[src/rtl/fetch_queue.sv]
// fetch_queue: instruction fetch PC generator plus a DEPTH-entry circular
// buffer of {pc, instruction} pairs feeding decode.
// Optional feature macro: FETCH_QUEUE_BYPASS_EN. When it is defined, a response
// that arrives while the queue is empty goes straight to decode in the same
// cycle. When it is undefined, the decode outputs come only from registered state.
module fetch_queue #(
    parameter int          DEPTH    = 4,
    parameter logic [31:0] RESET_PC = 32'h00001000
) (
    input  logic                     clk,
    input  logic                     rst,
    output logic [31:0]              icReqAddr,
    output logic                     icReqValid,
    input  logic                     icRespValid,
    input  logic [31:0]              icRespData,
    input  logic                     redirectValid,
    input  logic [31:0]              redirectPc,
    input  logic                     decReady,
    output logic                     decValid,
    output logic [31:0]              decInst,
    output logic [31:0]              decPc,
    output logic [$clog2(DEPTH):0]   queueCount
);

    localparam int            AW      = $clog2(DEPTH);
    localparam logic [AW:0]   DEPTH_C = (AW+1)'(DEPTH);
    localparam logic [31:0]   PC_INIT = RESET_PC & ~32'h3;

    typedef logic [AW-1:0] ptr_t;

    logic [31:0] pc_q, pc_d;
    ptr_t        head_q, head_d;
    ptr_t        tail_q, tail_d;
    logic [AW:0] count_q, count_d;

    // Entry storage. No reset: an entry is only read after it has been written.
    logic [31:0] inst_mem_q [DEPTH];
    logic [31:0] pc_mem_q   [DEPTH];

    logic empty;
    logic full;
    logic xfer;      // request and response in the same cycle
    logic byp;       // response goes straight to decode (bypass build only)
    logic byp_take;  // decode accepts the bypassed word, so it is not stored
    logic pop;       // head entry leaves the queue
    logic push;      // fetched word is written at the tail

    assign empty = (count_q == '0);
    assign full  = (count_q == DEPTH_C);

    // A request depends only on occupancy, so decReady has no combinational path to it.
    assign icReqValid = !rst && !full;
    assign icReqAddr  = pc_q;
    assign queueCount = count_q;
    assign xfer       = icReqValid && icRespValid;

`ifdef FETCH_QUEUE_BYPASS_EN
    // A redirect discards the fetched word, so it must not reach decode either.
    assign byp      = empty && xfer && !redirectValid;
    assign byp_take = byp && decReady;
`else
    assign byp      = 1'b0;
    assign byp_take = 1'b0;
`endif

    assign pop  = !rst && !empty && decReady && !redirectValid;
    assign push = xfer && !redirectValid && !byp_take;

    // Decode view: the head entry, or the bypassed word, or zeros.
    always_comb begin
        decValid = 1'b0;
        decInst  = '0;
        decPc    = '0;
        if (!rst) begin
            if (!empty) begin
                decValid = 1'b1;
                decInst  = inst_mem_q[head_q];
                decPc    = pc_mem_q[head_q];
            end else if (byp) begin
                decValid = 1'b1;
                decInst  = icRespData;
                decPc    = pc_q;
            end
        end
    end

    // Next-state values for the PC, the pointers and the occupancy count.
    always_comb begin
        pc_d    = pc_q;
        head_d  = head_q;
        tail_d  = tail_q;
        count_d = count_q;
        if (redirectValid) begin
            pc_d    = redirectPc & ~32'h3;
            head_d  = '0;
            tail_d  = '0;
            count_d = '0;
        end else begin
            if (xfer) begin
                pc_d = pc_q + 32'd4;
            end
            if (push) begin
                tail_d = tail_q + ptr_t'(1);
            end
            if (pop) begin
                head_d = head_q + ptr_t'(1);
            end
            count_d = count_q + (AW+1)'(push) - (AW+1)'(pop);
        end
    end

    // State registers. Reset has priority over redirect, transfer and pop.
    always_ff @(posedge clk) begin
        if (rst) begin
            pc_q    <= PC_INIT;
            head_q  <= '0;
            tail_q  <= '0;
            count_q <= '0;
        end else begin
            pc_q    <= pc_d;
            head_q  <= head_d;
            tail_q  <= tail_d;
            count_q <= count_d;
        end
    end

    // Write the fetched word and its address at the tail.
    always_ff @(posedge clk) begin
        if (push) begin
            inst_mem_q[tail_q] <= icRespData;
            pc_mem_q[tail_q]   <= pc_q;
        end
    end

endmodule
[config.mk]
export PLATFORM = sky130hd
export DESIGN_NAME = fetch_queue
export DESIGN_NICKNAME = d
export VERILOG_FILES = /design/src/rtl/fetch_queue.sv
export SDC_FILE = /design/constraint.sdc
export NUM_CORES = 1
export LEC_CHECK = 0
export ABC_AREA = 1
export BUFFER_PORTS_ARGS = -buffer_cell sky130_fd_sc_hd__buf_2
export CAP_MARGIN = 40
export CORE_MARGIN = 2
export CORE_UTILIZATION = 55
export CTS_CLUSTER_DIAMETER = 200
export DETAILED_ROUTE_END_ITERATION = 10
export PLACE_DENSITY = 0.82
export SYNTH_ARGS = -nofsm -noshare
export SYNTH_HDL_FRONTEND = slang
export SYNTH_SLANG_ARGS = --single-unit
export TNS_END_PERCENT = 30
[constraint.sdc]
create_clock -name clk -period 6.9 [get_ports clk]
set_input_delay 0.69 -clock clk [delete_from_list [all_inputs] [get_ports clk]]
set_output_delay 0.69 -clock clk [all_outputs]
set_load 0.1 [all_outputs]
# ---- After elaboration in Yosys (flattened, before gate mapping)
# Memory sizes are Yosys's and may differ from the RTL's. A register that Yosys moved wholly into a read port is not among the register bits.
# Cells that the tools add are included.
dict set report op_classes {
  muxes 14
  add_sub_neg 5
  eq_ne 1
  n_reduce_logical 13
}
# op count
set op_table {}
lappend op_table {{32-bit two-way mux} 6}
lappend op_table {{32-bit by 3-bit adder with 32-bit output, second input constant} 1}
lappend op_table {{2-bit two-way mux} 4}
lappend op_table {{1-bit logical AND} 6}
lappend op_table {{2-bit by 1-bit adder with 2-bit output, second input constant} 2}
lappend op_table {{1-bit logical NOT} 4}
lappend op_table {{1-bit two-way mux} 4}
lappend op_table {{3-bit by 1-bit adder with 3-bit output} 1}
lappend op_table {{3-bit == test, second input constant} 1}
lappend op_table {{3-bit logical NOT} 1}
lappend op_table {{3-bit by 1-bit subtractor with 3-bit output} 1}
lappend op_table {{2-bit nonzero test} 1}
lappend op_table {{2-bit OR reduction} 1}
dict set report totals {
  mem_count 2
  elab_cells 40
  reg_bits 39
  output_inout_bits 101
  mem_bits_rw 256
}
# memory words word_bits rd rd_clocked_by_memory_dff wr line
set mem_list {}
lappend mem_list {inst_mem_q 4 32 1 1 1 37} ;# logic [31:0] inst_mem_q [DEPTH];
lappend mem_list {pc_mem_q 4 32 1 1 1 38} ;# logic [31:0] pc_mem_q [DEPTH];

# ---- Logic depth before layout (Yosys ltp)
# Gate-level depths: netlist of the first run.
dict set report depth {
  depth_word 7
  mapped_depth 10
}

# ---- Least setup slack after synthesis of the first run
# Ideal clock, no wire load.
dict set report synth_path {
  kind {flip-flop to flip-flop}
  startpoint {reg count_q[0] (netlist: queueCount[0])}
  endpoint {mem inst_mem_q[0][0], enable pin}
  period_less_slack_ps 4629
  t_arrival_ps 4146
  path_buffers 0
  stages_incl_launch_ff 5
  slack_ps 2271
  setup_ps 483
  path_cell_list {dfxtp_1 inv_1 nand3_2 nand4_2 nor2_1}
}
dict set report synth_via {
  elab_chain_len 7
}
# element line
set synth_lines {}
lappend synth_lines {{from (decl)} 34} ;# logic [AW:0] count_q, count_d;
lappend synth_lines {{from (signal assigned)} 123} ;# count_q <= count_d;
lappend synth_lines {{3-bit == test} 49} ;# assign full = (count_q == DEPTH_C);
lappend synth_lines {{1-bit logical NOT} 52} ;# assign icReqValid = !rst && !full;
lappend synth_lines {{1-bit logical AND} 52}
lappend synth_lines {{1-bit logical AND} 55} ;# assign xfer = icReqValid && icRespValid;
lappend synth_lines {{1-bit logical AND} 67} ;# assign push = xfer && !redirectValid && !byp_take;
lappend synth_lines {{1-bit two-way mux} 129} ;# if (push) begin
lappend synth_lines {{1-bit two-way mux (implied by the code)} 130} ;# inst_mem_q[tail_q] <= icRespData;
lappend synth_lines {{to (decl)} 37}
# Every way passes these cells.

==> reports/metrics.yaml, run 1 <==
outcome: "finished, final reports clean"
hold_buffers: 0
crit_path_max_incr_delay_ns: 0.63
synth_cell_types: 37
hp-class: "in -> reg"
num-nets-final: 1382
cp.required_ns: 6.21
fin_area_sq_um: 14330
crit_buf_inv: 3
post_cts_buffers: 0
grt_max_degree: 69
setup_viol: 0
drc: 0
via_count: 8834
avgViaCountPerCell: 5.497
async_reset_ff_share_pct: 0
routabilityCongestion: 0.9148
cts_resized: 0
fmax_mhz: 255.5
firstDrtPassIters: 5
hold_viol_final: 0
htreeDepth: 1
rr_worst_depth: 6
cap_viol_max_count: 0
final.setup.tns_ns: 0
antenna_found_initial: 0
yosysWarnings: 0
clk_latency_ns: 0.55
period_share_pct: 56.73
synth_seq_area_share_pct: 67.29
finalClockSkew_ns: 0.03121
numCtsBuffers: 29
synth_ff_type: "edfxtp_1"
drt-total-wl_mm: 27.54
rows: 54
routedWlPerCell_um: 17.14
path_max_fanout: 68
grt_pass1_wl_mm: 43.54
arrival_ns: 3.22
tightest_slew_ns: 0.8269
slew_viol_final: 0
start_util_pct: 56.03
grt-ovfl-total: 0
io_pins: 170
reg2reg_to: "inst_mem_q[3][17]"
cts_tree: "done"
root_buffer: "clkbuf_16"
syn_avg_cell_area_sq_um: 10.60
critPathCaptureType: "output port"
rsz0062_at_grt: "false"
syn_inst: 1154
start_kind: "flop"
period_needed_ns: 3.914
syn_to_final_growth_pct: 17.23
antenna_left: 0
dieArea_sq_um: 23440
grt_pass1_vias: 8533
cts_sinks: 287
relSlewSlack_pct: 44.88
peakVddDrop_v: 0.0001737
p_per_area_nw_per_um2: 267.9
r2r_setup_slack_ns: 4.29
dpl_cell_area_sq_um: 13330
drive_gt1_share_pct: 20.27
slowest_stage: "buf_4"
path_clk_slew_ns: 0.06
r2r-start: "queueCount[1]"
dr.first_iter.drc_count: 721
critPathCapture: "decPc[14]"
die_h_um: 153.1
syn_area_sq_um: 12230
place_hpwl_mm: 16.19
ys_seq_elements: 287
critical_path_class: "reg -> out"
path_depth: 5
track_usage_pct: 23.17
path_cells: "clkinv_2, buf_4, o21ai_0, a21oi_1, buf_2"
core_area_sq_um: 21820
p_leak_uw: 0.005436
synth_edf_count: 248
cp_top_family: "buffers and inverters"
cts_buffer_depth: 3
antennaDiodeCount: 0
portBuffers: 163
die_x_um: 153.1
==> registers in the layout, summed over array words and instances (netlist names), named ones only <==
signal,flops
inst_mem_q,128
head_q,2
pc_mem_q,120
tail_q,2
icReqAddr,30
queueCount,3
==> metrics by stage <==
step	util, %	total power [uW]	worst slack [ns]	hold WS [ns]	std cells
global placement	60.59	2228	3.287	0.4478	1549
finish	65.68	3839	2.986	0.3554	1607
floorplan	-	2167	2.271	0.4415	1157
CTS	65.68	3858	2.982	0.3417	1607
global route	65.68	3943	2.789	0.3447	1607
detailed placement	61.08	2235	3.277	0.4580	1554
==> power by group <==
part	total, uW	internal (uW)	switching (uW)	leakage, uW
Clock	1640	1000	635	0.000490
Combinational	254	51.2	203	0.00238
Sequential	1950	1910	33.7	0.00257
Total	3840	2970	871	0.00544
==> per-layer routing <==
metal | up-vias | global-route usage [%] | wire (um)
met5 | - | 0 | 0
met4 | 0 | 7.981 | 743
met3 | 62 | 2.892 | 2009
met2 | 380 | 39.58 | 13680
met1 | 4158 | 30.95 | 11110
li1 | 4234 | - | -
==> cells in the mapped netlist, drive strengths merged (2+ instances only) <==
library cell / instances / area (sq um)
xor2: 5 / 43.79
or2: 3 / 18.77
and2: 2 / 12.51
edfxtp: 248 / 7447
o21ai: 144 / 720.7
dfxtp: 39 / 780.8
o21bai: 2 / 15.01
buf: 33 / 178.9
nor2: 301 / 1222
nand3: 26 / 147.7
clkbuf: 27 / 108.9
ha: 7 / 87.58
xnor2: 6 / 52.55
a31oi: 10 / 62.56
a21oi: 88 / 451.7
nand2: 146 / 585.6
inv: 60 / 225.2
==> worst min-delay path by stage <==
| stage | cells past startpoint | slack, ns | startpoint | endpoint |
|---|---|---|---|---|
| finish | 1 | 0.36 | icRespData[10] | inst_mem_q[3][10] |
| global route | 1 | 0.34 | icRespData[4] | inst_mem_q[1][4] |
| CTS | 1 | 0.34 | icRespData[10] | inst_mem_q[3][10] |
| detailed placement | 2 | 0.46 | head_q[1] | flop |
| global placement | 2 | 0.45 | head_q[1] | flop |
| floorplan | 2 | 0.44 | head_q[1] | flop |
==> logic make-up (layout without fill, tap and decap cells) <==
logic type / after synthesis / after routing / synth area share, %
flops: 287 / 287 / 67.29
buf+inv: 120 / 290 / 4.196
compound gates: 246 / 246 / 10.35
simple gates: 481 / 481 / 16.47
xor+xnor: 11 / 11 / 0.7879
fa+ha+maj: 8 / 8 / 0.8800
other cells: 1 / 4 / 0.03067
==> cell usage in the layout, fill, tap and decap left out, drive strengths merged, types with 26 or more instances in the layout <==
cell / synthesis / layout
dfxtp: 39 / 39
o21ai: 144 / 144
edfxtp: 248 / 248
inv: 60 / 60
nand3: 26 / 26
clkbuf: 27 / 35
a21oi: 88 / 88
buf: 33 / 177
nor2: 301 / 301
nand2: 146 / 146
==> final cells by class <==
type / instances / area (sq um)
Clock buffer: 35 / 758.2
Clock inverter: 18 / 245.2
Fill cell: 1571 / 7490
Inverter: 60 / 226.5
Multi-Input combinational cell: 750 / 3530
Sequential cell: 287 / 8233
Tap cell: 280 / 350.3
Timing Repair Buffer: 177 / 991.0
Note: power is estimated with default switching activity, not from simulation.
==> run 2: changes to the inputs <==
--- a/config.mk
+++ b/config.mk
@@ -9,10 +9,10 @@
 export BUFFER_PORTS_ARGS = -buffer_cell sky130_fd_sc_hd__buf_2
 export CAP_MARGIN = 40
 export CORE_MARGIN = 2
-export CORE_UTILIZATION = 55
+export CORE_UTILIZATION = 52
 export CTS_CLUSTER_DIAMETER = 200
 export DETAILED_ROUTE_END_ITERATION = 10
-export PLACE_DENSITY = 0.82
+export PLACE_DENSITY = 0.81
 export SYNTH_ARGS = -nofsm -noshare
 export SYNTH_HDL_FRONTEND = slang
 export SYNTH_SLANG_ARGS = --single-unit
==> constraint.sdc (replaced) <==
create_clock -name clk -period 3.2 [get_ports clk]
set_input_delay 0.32 -clock clk [delete_from_list [all_inputs] [get_ports clk]]
set_output_delay 0.32 -clock clk [all_outputs]
set_load 0.1 [all_outputs]
==> run 2 against run 1 <==
  * Via count grew 2.0%
  * Worst setup slack got worse by 2.7 ns
  * Highest routed layer unchanged
  * Sequential share of layout area shrank 5.2 points
  * Clock-buffer cell count is 1 higher
  * Register-to-register slack worse by 3.3 ns
  * Hold slack got worse by 0.34 ns
  * Critical path type unchanged
  * Cell area grew 10%
==> reports/metrics.yaml, run 2 (synthesis gave the netlist of run 1 again) <==
grt_pass1_wl_mm: 44.42  # was 43.54 mm
p_leak_uw: 0.005790  # was 0.005436 uW
min_delay_path_depth: 1  # unchanged
n_fill_cell: 1651  # was 1571
fmax_mhz: 344.8
grt_use_met1_pct: 29.38  # was 30.95%
cp.required_ns: 2.88  # was 6.21 ns
hp-class: "in -> reg"  # unchanged
grtUsageMet3_pct: 3.249  # was 2.892%
drive_gt1_share_pct: 20.22  # was 20.27%
dpl_cell_area_sq_um: 14370  # was 13330 sq um
rsz0062_at_grt: "false"  # unchanged
antenna_found_initial: 0  # unchanged
root_buffer: "clkbuf_16"  # unchanged
relSlewSlack_pct: 45.67  # was 44.88%
dr.first_iter.drc_count: 775  # was 721
layout_commonest_cell: "nor2_1"  # unchanged
final-seq-area_sq_um: 8233  # unchanged
start_kind: "flop"  # unchanged
grt_max_degree: 81  # was 69
layout_common_cells: "nor2_1 (282), edfxtp_1 (248), o21ai_0 (136), nand2_1 (136), buf_2 (101)"  # was nor2_1 (282), edfxtp_1 (248), buf_2 (163)
path_max_fanout: 48  # was 68
cts_resized: 0  # unchanged
setup_viol: 0  # unchanged
track_usage_pct: 22.87  # was 23.17%
antennaDiodeCount: 0  # unchanged
routabilityCongestion: 0.8869  # was 0.9148
start_util_pct: 52.56  # was 56.03%
numCtsBuffers: 29  # unchanged
grt_busiest_layer: "met2"  # unchanged
multi_input_area_sq_um: 3530  # unchanged
clk_latency_ns: 0.55  # about the same
switchingPower_uw: 1909  # was 871.4 uW
swShare_pct: 22.05  # was 22.70%
portBuffers: 163  # unchanged
crit_path_max_incr_delay_ns: 0.72  # was 0.63 ns
clkPwrFrac_pct: 44.4  # was 42.7%
post_cts_buffers: 0  # unchanged
critical_path_class: "reg -> out"  # unchanged
finalClockSkew_ns: 0.01621  # was 0.03121 ns
outcome: "finished, final reports clean"  # unchanged
drc: 0  # unchanged
cts_sinks: 287  # unchanged
largest_reg_flops: 128  # unchanged
arrival_ns: 2.58  # was 3.22 ns
peakVddDrop_v: 0.0004141  # was 0.0001737 V
max_flop_register: "inst_mem_q"  # unchanged
routedWlPerCell_um: 16.88  # was 17.14 um
combPwrFrac_pct: 7.1  # was 6.6%
rows: 56  # was 54
syn_to_final_growth_pct: 29.02  # was 17.23%
period_share_pct: 90.62
grt-ovfl-total: 0  # unchanged
slew_viol_final: 0  # unchanged
num-nets-final: 1414  # was 1382
globalRouteMet2Util_pct: 40.07  # was 39.58%
cpMostUsedCell: "nor2_1"
cts_buffer_depth: 3  # unchanged
dieArea_sq_um: 24760  # was 23440 sq um
firstDrtPassIters: 6  # was 5
path_clk_slew_ns: 0.06  # about the same
grt_pass1_vias: 8877  # was 8533
die_h_um: 157.3  # was 153.1 um
post-route-util_pct: 67.81  # was 65.68%
io_pins: 170  # unchanged
cap_viol_max_count: 0  # unchanged
htreeDepth: 1  # unchanged
slowest_stage: "dfxtp_4"  # was buf_4
hold_viol_final: 0  # unchanged
cts_tree: "done"  # unchanged
p_int_uw: 6746  # was 2968 uW
period_needed_ns: 2.900
path_cells: "buf_4, nor2_1, nor2_1, o21ai_0, a21oi_1, buf_12"  # was clkinv_2, buf_4, o21ai_0, a21oi_1, buf_2
avgViaCountPerCell: 5.368  # was 5.497
antenna_left: 0  # unchanged
die_x_um: 157.3  # was 153.1 um
fin_area_sq_um: 15780  # was 14330 sq um
rr_worst_depth: 10  # was 6
critPathCaptureType: "output port"  # unchanged
tightest_slew_ns: 0.8149  # was 0.8269 ns
p_seq_share_pct: 48.5  # was 50.7%
p_per_area_nw_per_um2: 548.6  # was 267.9 nW/um^2
place_hpwl_mm: 16.65  # was 16.19 mm
core_area_sq_um: 23260  # was 21820 sq um
via_count: 9013  # was 8834
drt-total-wl_mm: 28.34  # was 27.54 mm
run 2: cell type report:
class | instances | share of cell area [%]
timing repair buffer | 209 | 14.45
multi-input combinational | 750 | 22.37
tap | 319 | 2.530
clock buffer | 36 | 4.957
clock inverter | 18 | 2.062
inverter | 60 | 1.436
sequential | 287 | 52.19
run 2: metal layers:
| metal | routed length, um | share of wire [%] |
|---|---|---|
| met5 | 0 | 0 |
| met4 | 675 | 2.4 |
| met1 | 11200 | 40 |
| met3 | 2081 | 7.3 |
| met2 | 14390 | 51 |
run 2: power groups by stage:
stage | sequential [uW] | combinational [uW] | clock, uW
floorplan | 4420 | 248 | 0
global placement | 4270 | 569 | 0
detailed placement | 4280 | 580 | 0
CTS | 4200 | 615 | 3900
global route | 4210 | 653 | 4020
finish | 4200 | 615 | 3840
run 2: critical path: cells and delay by family (launching register included):
kind | cells | cell delay (ns)
buf+inv | 2 | 0.64
simple gates | 2 | 0.21
compound gates | 2 | 0.45
flops | 1 | 0.72
run 2: timing repair:
item / 4_1_cts / 5_1_grt
setup endpoints to repair: 0 / 0
endpoints found under the hold margin: 119 / 0
hold buffers: 30 / 0
run 2: final timing paths:
kind,from,end,slack (ns)
min,icRespData[22],inst_mem_q[1][22],0.02
max,flop,decInst[25],0.30
min reg2reg,head_q[1],flop,0.48
max reg2reg,queueCount[1],queueCount[2],1.02
run 2: stage by stage:
step | setup TNS (ns) | hold slack (ns) | setup WS (ns) | std cells | total power, uW
global placement | 0 | 0.4567 | 0.6331 | 1595 | 4841
finish | 0 | 0.01791 | 0.3001 | 1679 | 8655
CTS | 0 | 0.001909 | 0.3183 | 1679 | 8708
detailed placement | 0 | 0.4636 | 0.5768 | 1595 | 4857
global route | 0 | 0.003780 | 0.1835 | 1679 | 8882
floorplan | -122.15 | 0.4189 | -0.4321 | 1157 | 4671
==> run 3: changes to the inputs <==
==> config.mk (replaced) <==
export PLATFORM = sky130hd
export DESIGN_NAME = fetch_queue
export DESIGN_NICKNAME = d
export VERILOG_FILES = /design/src/rtl/fetch_queue.sv
export SDC_FILE = /design/constraint.sdc
export NUM_CORES = 1
export LEC_CHECK = 0
export BUFFER_PORTS_ARGS = -buffer_cell sky130_fd_sc_hd__buf_4
export CAP_MARGIN = 40
export CORE_MARGIN = 2
export CORE_UTILIZATION = 51
export CTS_CLUSTER_DIAMETER = 200
export CTS_CLUSTER_SIZE = 14
export DETAILED_ROUTE_END_ITERATION = 10
export PLACE_DENSITY = 0.8
export SYNTH_ARGS = -nofsm -noshare
export SYNTH_HDL_FRONTEND = slang
export SYNTH_SLANG_ARGS = --single-unit
export TNS_END_PERCENT = 30
==> run 3 against run 2 <==
  * Clock skew up 0.00088 ns
  * Critical endpoint is now decPc[16]
  * Synthesized area down 3.6%
  * Global-route usage down 2.3 points
  * Maximum frequency up 5.5%
  * Combinational power up 3%
  * Clock-buffer cell count up 7
  * Cell area down 8.5%
  * Cell count down 29%
==> reports/metrics.yaml, run 3 <==
outcome: "finished, final reports clean"  # unchanged
start_kind: "flop"  # unchanged
holdCritStartpoint: "icRespData[9]"  # was icRespData[22]
slew_viol_final: 0  # unchanged
yosysTopAreaCellShare_pct: 63.20  # was 60.91%
antenna_left: 0  # unchanged
final-seq-area_sq_um: 8235  # was 8233 sq um
syn_avg_cell_area_sq_um: 17.13  # was 10.60 sq um
critPathCaptureType: "output port"  # unchanged
r2r-start: "queueCount[1]"  # unchanged
p_int_uw: 5787  # was 6746 uW
fmax_mhz: 363.7  # was 344.8 MHz
dieArea_sq_um: 24340  # was 24760 sq um
period_needed_ns: 2.749  # was 2.900 ns
n_fill_cell: 1586  # was 1651
peakVddDrop_v: 0.0003075  # was 0.0004141 V
cts_resized: 0  # unchanged
place_inst: 1116  # was 1595
p_seq_share_pct: 55.7  # was 48.5%
period_share_pct: 85.92  # was 90.62%
hp-class: "in -> reg"  # unchanged
arrival_ns: 2.43  # was 2.58 ns
largest_reg_flops: 128  # unchanged
syn_to_final_growth_pct: 22.45  # was 29.02%
dr.first_iter.drc_count: 459  # was 775
finalClockSkew_ns: 0.01709  # was 0.01621 ns
clkPwrFrac_pct: 35.9  # was 44.4%
portBuffers: 163  # unchanged
combPwrFrac_pct: 8.4  # was 7.1%
max_flop_register: "inst_mem_q"  # unchanged
track_usage_pct: 20.54  # was 22.87%
fin_cells: 1190  # was 1679
drc: 0  # unchanged
core_area_sq_um: 22640  # was 23260 sq um
firstDrtPassIters: 5  # was 6
switchingPower_uw: 1774  # was 1909 uW
root_buffer: "clkbuf_16"  # unchanged
crit_start: "queueCount[1]"
tightest_slew_ns: 0.6228  # was 0.8149 ns
drive_gt1_share_pct: 31.05  # was 20.22%
p_leak_uw: 0.004900  # was 0.005790 uW
post-route-util_pct: 63.73  # was 67.81%
final.setup.tns_ns: 0  # unchanged
synth_most_common_cell: "edfxtp_1"  # was nor2_1
synthTopCellsByArea: "edfxtp_1 (63%), mux4_2 (12%), dfxtp_1 (6.6%), nor2b_1 (3.5%), nor2_1 (0.92%)"  # was edfxtp_1 (61%), nor2_1 (8.8%), dfxtp_1 (6.4%), o21ai_0 (5.6%), nand2_1 (4.2%)
drt-total-wl_mm: 24.98  # was 28.34 mm
antenna_found_initial: 0  # unchanged
holdWs_ns: 0.02036  # was 0.01791 ns
async_reset_ff_share_pct: 0  # unchanged
htreeDepth: 1  # unchanged
avgViaCountPerCell: 5.809  # was 5.368
cts_sinks: 287  # unchanged
synth_seq_area_share_pct: 69.82  # was 67.29%
syn_inst: 688  # was 1154
routedWlPerCell_um: 20.99  # was 16.88 um
cp.required_ns: 2.88  # about the same
synth_edf_count: 248  # unchanged
yosysWarnings: 0  # unchanged
cts_tree: "done"  # unchanged
die_x_um: 156.0  # was 157.3 um
path_clk_slew_ns: 0.07  # was 0.06 ns
layout_common_cells: "edfxtp_1 (248), buf_4 (170), nor2b_1 (65)"  # was nor2_1 (282), edfxtp_1 (248), o21ai_0 (136), nand2_1 (136), buf_2 (101)
place_hpwl_mm: 15.72  # was 16.65 mm
start_util_pct: 52.05  # was 52.56%
ys_seq_elements: 287  # unchanged
relSlewSlack_pct: 58.48  # was 45.67%
hold_viol_final: 0  # unchanged
multi_input_area_sq_um: 3338  # was 3530 sq um
synth_cell_types: 60  # was 37
rows: 55  # was 56
finalPower_uw: 7561  # was 8655 uW
p_per_area_nw_per_um2: 524.0  # was 548.6 nW/um^2
syn_area_sq_um: 11780  # was 12230 sq um
numCtsBuffers: 24  # was 29
synth_area_leader_cell: "edfxtp_1"  # unchanged
routabilityCongestion: 0.8793  # was 0.8869
grt_max_degree: 47  # was 81
critical_path_class: "reg -> out"  # unchanged
grt-ovfl-total: 0  # unchanged
yosys-top-cells-count: "edfxtp_1 (248), nor2b_1 (65), mux4_2 (62), dfxtp_1 (39), nor2_1 (29)"  # was nor2_1 (286), edfxtp_1 (248), nand2_1 (137), o21ai_0 (136), a21oi_1 (85)
rsz0062_at_grt: "false"  # unchanged
synth_ff_type: "edfxtp_1"  # unchanged
clk_latency_ns: 0.53  # was 0.55 ns
die_h_um: 156.0  # was 157.3 um
antennaDiodeCount: 0  # unchanged
setup_viol: 0  # unchanged
via_count: 6913  # was 9013
cts_buffer_depth: 3  # unchanged
grt_pass1_wl_mm: 38.48  # was 44.42 mm
num-nets-final: 964  # was 1414
layout_commonest_cell: "edfxtp_1"  # was nor2_1
path_max_fanout: 20  # was 48
swShare_pct: 23.46  # was 22.05%
io_pins: 170  # unchanged
cap_viol_max_count: 0  # unchanged
grt_pass1_vias: 6970  # was 8877
run 3: cell types whose count changed after synthesis, sizes merged, moves of 13 or more:
cell | before | now
nor2b | 0 | 65
a21oi | 88 | 3
nand4 | 1 | 14
mux4 | 0 | 62
inv | 60 | 11
nand2 | 146 | 17
nor2 | 301 | 29
o21ai | 144 | 10
buf | 33 | 17
run 3: per-layer routing:
| metal | global-route usage [%] | share of wire [%] |
|---|---|---|
| met4 | 4.937 | 1.7 |
| met5 | 0 | 0 |
| met2 | 33.71 | 48 |
| met1 | 28.93 | 43 |
| met3 | 3.778 | 7.2 |
run 3: final timing paths:
check,slack [ns],end,cells after the start
worst max-delay path,0.45,decPc[16],5
worst min-delay path,0.02,inst_mem_q[3][9],1
worst max register to register,0.76,queueCount[2],12
worst min register to register,0.53,tail_q[1],2
run 3: through the flow:
step,area (sq um),setup WS [ns]
2_1_floorplan,11800,-0.1732
3_3_place_gp,13310,0.7089
3_5_place_dp,13430,0.7112
4_1_cts,14430,0.3697
5_1_grt,14430,0.2741
6_report,14430,0.4506
run 3: cells by family after synthesis:
logic type | synth area share, %
mux | 11.85
buf+inv | 2.049
flops | 69.82
fa+ha+maj | 0.9131
other cells | 0.03182
simple gates | 10.86
xor+xnor | 0.8919
compound gates | 3.578
run 3: power groups by stage:
stage | clock network, uW | logic [uW] | registers [uW]
2_1_floorplan | 0 | 226 | 4460
5_1_grt | 2910 | 663 | 4220
6_report | 2710 | 634 | 4220
3_3_place_gp | 0 | 592 | 4290
4_1_cts | 2770 | 634 | 4210
3_5_place_dp | 0 | 603 | 4300
run 3: cell type report:
| cell class | count | share of cell area [%] |
|---|---|---|
| clock inverters | 1 | 0.06070 |
| multi-input cells | 354 | 23.14 |
| flip-flops and latches | 287 | 57.08 |
| repair buffers | 208 | 12.14 |
| well taps | 285 | 2.471 |
| inverters | 12 | 0.3122 |
| clock buffers | 43 | 4.804 |
run 3: worst max-delay path, stage by stage, from the launching register on:
cell	delay, ns
dfxtp_1	0.39
or3_1	0.42
nand2b_2	0.42
buf_4	0.33
nor2b_1	0.10
buf_4	0.24
run 3: what timing repair did:
item                                   4_1_cts  5_1_grt
hold buffers                                30        0
setup buffers                                0        0
endpoints found under the hold margin      120        0
